### src/rtl/truth_table_sequencer.sv
// Stimulus/capture sequencer for a 3-input gate: walks rows 000..111, samples the
// gate output after a settle interval and compares the captured word to EXPECTED.
module truth_table_sequencer #(
    parameter int unsigned SETTLE_CYCLES = 4,
    parameter logic [7:0]  EXPECTED      = 8'h4F
) (
    input  logic       clk,
    input  logic       reset,
    input  logic       start,
    input  logic       abort,
    input  logic       gate_out,
    output logic       in1,
    output logic       in2,
    output logic       in3,
    output logic       busy,
    output logic       done,
    output logic [7:0] table_word,
    output logic       match,
    output logic [7:0] mismatch
);

    localparam int unsigned ROW_W   = 3;
    localparam int unsigned COUNT_W = 8;
    localparam logic [COUNT_W-1:0] LAST_COUNT = COUNT_W'(SETTLE_CYCLES - 1);
    localparam logic [ROW_W-1:0]   LAST_ROW   = ROW_W'(7);

    typedef enum logic [1:0] {
        IDLE   = 2'd0,
        APPLY  = 2'd1,
        SAMPLE = 2'd2,
        DONE   = 2'd3
    } state_t;

    state_t             state, state_d;
    logic [ROW_W-1:0]   row, row_d;
    logic [COUNT_W-1:0] count, count_d;
    logic [7:0]         table_d;
    logic [7:0]         mismatch_d;
    logic               match_d;
    logic               drive_row_d;

    // State register; outputs are registered from the next-state values so they
    // line up with the state they belong to and never glitch.
    always_ff @(posedge clk) begin
        if (reset) begin
            state      <= IDLE;
            row        <= '0;
            count      <= '0;
            table_word <= '0;
            match      <= 1'b0;
            mismatch   <= '0;
            {in1, in2, in3} <= '0;
            busy       <= 1'b0;
            done       <= 1'b0;
        end else begin
            state      <= state_d;
            row        <= row_d;
            count      <= count_d;
            table_word <= table_d;
            match      <= match_d;
            mismatch   <= mismatch_d;
            {in1, in2, in3} <= drive_row_d ? row_d : ROW_W'(0);
            busy       <= drive_row_d;
            done       <= (state_d == DONE);
        end
    end

    // Next-state and next-value logic.
    always_comb begin
        state_d    = state;
        row_d      = row;
        count_d    = count;
        table_d    = table_word;
        match_d    = match;
        mismatch_d = mismatch;

        case (state)
            IDLE: begin
                if (start && !abort) begin
                    table_d    = '0;
                    match_d    = 1'b0;
                    mismatch_d = '0;
                    row_d      = '0;
                    count_d    = '0;
                    state_d    = APPLY;
                end
            end
            APPLY: begin
                if (abort) begin
                    state_d    = IDLE;
                    row_d      = '0;
                    count_d    = '0;
                    table_d    = '0;
                    match_d    = 1'b0;
                    mismatch_d = '0;
                end else begin
                    count_d = count + COUNT_W'(1);
                    if (count == LAST_COUNT) begin
                        state_d = SAMPLE;
                    end
                end
            end
            SAMPLE: begin
                if (abort) begin
                    state_d    = IDLE;
                    row_d      = '0;
                    count_d    = '0;
                    table_d    = '0;
                    match_d    = 1'b0;
                    mismatch_d = '0;
                end else begin
                    // Row 000 lands in the MSB to match the hex naming of gates.
                    table_d[LAST_ROW - row] = gate_out;
                    if (row == LAST_ROW) begin
                        state_d    = DONE;
                        match_d    = (table_d == EXPECTED);
                        mismatch_d = table_d ^ EXPECTED;
                    end else begin
                        row_d   = row + ROW_W'(1);
                        count_d = '0;
                        state_d = APPLY;
                    end
                end
            end
            DONE: begin
                state_d = IDLE;
            end
            default: begin
                state_d = IDLE;
            end
        endcase
    end

    assign drive_row_d = (state_d == APPLY) || (state_d == SAMPLE);

endmodule

### config.mk
export PLATFORM = sky130hd
export DESIGN_NAME = truth_table_sequencer
export DESIGN_NICKNAME = d
export VERILOG_FILES = /design/src/rtl/truth_table_sequencer.sv
export SDC_FILE = /design/constraint.sdc
export NUM_CORES = 1
export LEC_CHECK = 0
export CAP_MARGIN = 20
export CORE_MARGIN = 2
export CORE_UTILIZATION = 40
export DETAILED_ROUTE_END_ITERATION = 12
export PLACE_DENSITY = 0.67
export SYNTH_ARGS = -nofsm -noshare
export SYNTH_HDL_FRONTEND = slang
export SYNTH_SLANG_ARGS = --single-unit
### constraint.sdc
create_clock -name clk -period 1.9 [get_ports clk]
set_input_delay 0.38 -clock clk [delete_from_list [all_inputs] [get_ports clk]]
set_output_delay 0.38 -clock clk [all_outputs]
set_load 0.01 [all_outputs]
* After elaboration in Yosys (flattened, before gate mapping) *
Index checks and enable logic that the tools add are counted.

operators by class
  add/sub/neg operators = 3
  $mul = 0
  div/mod/pow operators = 0
  order comparisons = 2
  eq/ne operators = 13
  shifts and indexed selects = 0
  mux-type cells = 30
  bitwise gates (word level) = 2
  reductions and logical operators = 10

operators by type and width
  operator                                             count
  case mux 8 bit (3 select lines)                      3
  two-way mux 8 bit                                    8
  two-way mux 3 bit                                    4
  two-way mux 2 bit                                    5
  case mux 3 bit (3 select lines)                      1
  adder 8 x 1 -> 8 bit, second input constant          1
  bitwise mux 8 bit                                    1
  equality test 2 bit, second input constant           4
  equality test 8 x 2 -> 1 bit, second input constant  1
  equality test 8 x 7 -> 1 bit, second input constant  1
  case mux 2 bit (4 select lines)                      1
  != test 3 bit, second input constant                 2
  AND reduction 3 bit                                  2
  two-way mux 1 bit                                    5
  NOT 5 bit                                            1
  equality test 2 x 1 -> 1 bit, second input constant  2
  < comparator 3 x 4 -> 1 bit, second input constant   1
  != test 2 bit, second input constant                 2
  AND reduction 4 bit                                  1
  adder 3 x 1 -> 3 bit, second input constant          1
  demux 1 bit (select 3 bit)                           1
  equality test 3 bit, second input constant           1
  >= comparator 3 x 1 -> 1 bit, second input constant  1
  case mux 1 bit (3 select lines)                      1
  other kinds (8)                                      9

storage, ports and cells
  bits in registers = 35
  bits in latches = 0
  bits in writable memories = 0
  bits in read-only memories = 0
  bits of input ports = 5
  word-level logic and storage cells = 71
  memories kept = 0

* Logic depth before layout (Yosys ltp) *
  word-level depth = 10
  depth in mapped cells = 10

* Least setup slack after synthesis *
No wires, ideal clock.

  path kind = register to register
  from = reg count[0]
  to = reg in2
  setup time = 0.123 ns
  arrival = 1.821 ns
  required time = 1.777 ns
  setup slack = -0.044 ns
  cell stages (with the launch flop) = 10
  clock period less this slack = 1.944 ns
  cells stage by stage = dfxtp_1 > ha_1 > nor4b_1 > nand2_1 > o41ai_1 > ha_1 > inv_1 > nor2_1 > nand3_1 > o31ai_4

on the way
  word-level cells in the longest chain between the ends = 8

ends and longest elaborated chain
  item                                                                        RTL line  source
  from (decl)                                                                 36        logic [COUNT_W-1:0] count, count_d;
  from (signal assigned)                                                      58        count <= count_d;
  equality test 8 x 2 -> 1 bit *                                              98        if (count == LAST_COUNT) begin
  two-way mux 2 bit *                                                         98
  two-way mux 2 bit *                                                         89        if (abort) begin
  case mux 2 bit (4 select lines) *                                           77        case (state)
  net state_d[1]                                                              34        state_t state, state_d;
  equality test 2 x 1 -> 1 bit / equality test 2 bit (equally long branches)  134       assign drive_row_d = (state_d == APPLY) || (state_d == SAMPLE);
  logical OR 1 bit *                                                          134
  net drive_row_d                                                             40        logic drive_row_d;
  NOT 1 bit (no line) *                                                       -
  OR reduction 2 bit (no line) *                                              -
  to (signal assigned)                                                        62        {in1, in2, in3} <= drive_row_d ? row_d : ROW_W'(0);
  to (decl)                                                                   13        output logic in2,

The timed path passes the listed nets; every way through them passes the cells marked *.
A chain may end at the register's enable or synchronous reset.

* Worst setup path after layout *
  from = reg count[1]
  to = reg in2

The elaborated chain is that of the path after synthesis.

==> results.toml <==
[clock_tree]
h-tree-depth = 2
cts_tree = "built"
clock_sinks = 35
clk_pin_slew_worst_paths_ns = 0.07
cts_made_buffers = 5
insertion_delay_ns = 0.30
root_buffer = "clkbuf_8"
cts_buffer_depth = 2
cts_hold_buf = 0

[final_layout]
antenna_cells = 0
fin_nets = 266
area_delta_synth_final_pct = 40.46
fin_util_pct = 57.46
drive_gt1_share_pct = 23.55

[floorplan]
die_h_um = 70.27
rows = 24
core_area_um2 = 4294
io-pin-count = 27
start_util_pct = 40.91
die_width_um = 70.27
die-area_um2 = 4938

[route]
wire_per_inst_um = 13.08
antenna_left = 0
vias = 1609
via_per_inst = 5.174
drcViolationCount = 0
detail_route.iter0.violations = 53
firstDrtPassIters = 4
routed_wl_um = 4067

[worst_setup_path]
worstPathRequired_ns = 2.12
cp.arrival_ns = 1.99
cp-end-kind = "flop"
path_max_fanout = 3
start_kind = "flop"
criticalPathCategory = "flop to flop"

[yosys]
netlist_instances = 205
synth_edf_count = 0
synth_warnings = 0
dominantRegCellSynth = "dfxtp_1"
synth_area_leaders = "dfxtp_1 40%, nor2_1 8.3%, a21oi_1 4.8%, mux2i_1 4.6%, xor2_1 3.0%"
synth.avg_cell_area_um2 = 8.569
synth_nets = 213
synthArstFlopShare_pct = 0
synth_top_cell_area_share_pct = 39.89
yosys.cell_types.count = 47
syn_area_um2 = 1757
yosysSeqAreaShare_pct = 39.89
netlist_top_cells_count = "39 x nor2_1, 35 x dfxtp_1, 17 x a21oi_1"
yosysTopAreaCell = "dfxtp_1"
synth.most_common_cell = "nor2_1"
synth-seq-cells = 35

[pwr]
powerDensity_nw_per_um2 = 598.6
total_power_mw = 1.477
vdd_ir_drop_max_uv = 451.9
p_leak_nw = 0.9314

[timing]
clock.fmax_mhz = 565.7
max_slew_margin_pct = 73.69
hold_violations = 0
post-route-period-util_pct = 93.03
fin_ws_ns = 0.1324
slew_violations = 0
worst_pin_slew_ns = 0.3941
fin_crit_ns = 1.768
rsz0062_at_grt = "false"
worst_clock_skew_ns = 0.009460
setup_viol = 0
hold-worst-slack_ns = 0.4639

[global_routing]
grt_pass1_wl_um = 6775
antenna_found_initial = 0
grt-ovfl-total = 0
first_global_vias = 1493
grt_use_total_pct = 17.19
grt_max_degree = 21

[placement]
post-place-ws_ns = -0.2423
gp_congestion = 0.7755
hpwlAfterDp_um = 2823
io_buffers = 26

[status]
outcome = "completed"

[hold_path]
hold_path.class = "flop to flop"

[job]
drv_cap = 0
==> sequential cells by signal (all words and copies together) (netlist names) <==
register and flops:
done 1, in3 1, state 2, row 3, busy 1, table_word 8, match 1, mismatch 8
count 8, in1 1, in2 1
==> metrics by stage <==
stage	instances	TNS (ns)	cell area (um^2)
after detailed placement	302	-4.978	2273
after global placement	302	-4.391	2273
final	311	0	2467
after global routing	311	0	2467
after CTS	310	0	2421
after floorplan	205	0	1764
==> routing by layer <==
layer	vias up	wire [um]	GRT usage, %
met5	-	0	0
met4	0	61	6.410
met3	7	217	4.906
li1	825	-	-
met2	34	1909	27.46
met1	743	1878	21.96
==> cell usage in the layout (no fill, tap or decap), types with 2 or more instances in the layout <==
cell             count
nor2_1              38
nand4_1              3
dfxtp_1             33
nor2_2               2
nand2b_1             2
nor3_1               4
xor2_1               6
and2_1               3
a21oi_1             16
inv_1                5
mux2i_1              8
ha_1                 2
and3_1               2
o21ai_1              3
nand3_2              2
clkdlybuf4s50_1     25
nor4b_1              2
nor2b_1              3
nand2_1              7
clkbuf_8             7
a22oi_1              6
dfxtp_2              2
nor3b_1              4
nand3_1              7
buf_4               31
nand3b_1             5
o21ai_0              2
==> final cells by class <==
| type | count | area (um^2) |
|---|---|---|
| clock buffer | 7 | 96.34 |
| fill | 394 | 1827 |
| clock inverter | 1 | 7.507 |
| multi-input combinational | 152 | 1057 |
| tap | 52 | 65.06 |
| timing repair buffer | 58 | 515.5 |
| sequential | 35 | 703.2 |
| inverter | 6 | 22.52 |
==> cell families after synthesis <==
| logic type | count (synthesis) | share of synthesized area, % |
|---|---|---|
| buf+inv | 18 | 4.772 |
| compound gates | 40 | 16.31 |
| xor+xnor | 7 | 3.490 |
| simple gates | 94 | 28.85 |
| fa+ha+maj | 3 | 2.137 |
| flops | 35 | 39.89 |
| mux | 8 | 4.559 |
==> path summary, 6_finish.rpt <==
path / from / to / slack [ns] / cells after the start
worst max-delay path: count[1] / in2 / 0.13 / 9
worst min-delay path: mismatch[7] / mismatch[7] / 0.46 / 2
worst max register to register: count[1] / in2 / 0.13 / 9
worst min register to register: mismatch[7] / mismatch[7] / 0.46 / 2
==> worst max-delay path, stage by stage, from the launching register on <==
cell and delay, ns:
dfxtp_2 0.36, ha_4 0.13, nor4b_4 0.19, nand2_2 0.12, a21oi_2 0.17, nor2_1 0.06, ha_1 0.28, inv_2 0.05
buf_4 0.13, o31ai_4 0.19
==> timing repair <==
| action | CTS | global route |
|---|---|---|
| pin swaps | 5 | 4 |
| gates resized for setup | 11 | 5 |
| endpoints found under the setup margin | 3 | 5 |
| buffers inserted | 0 | 1 |
==> power breakdown <==
part / switching (mW) / total, mW / leakage [nW] / internal [mW]
logic: 0.0681 / 0.128 / 0.598 / 0.0601
registers: 0.00506 / 0.743 / 0.283 / 0.738
clock network: 0.276 / 0.605 / 0.0505 / 0.330
(Power assumes the default switching activity.)
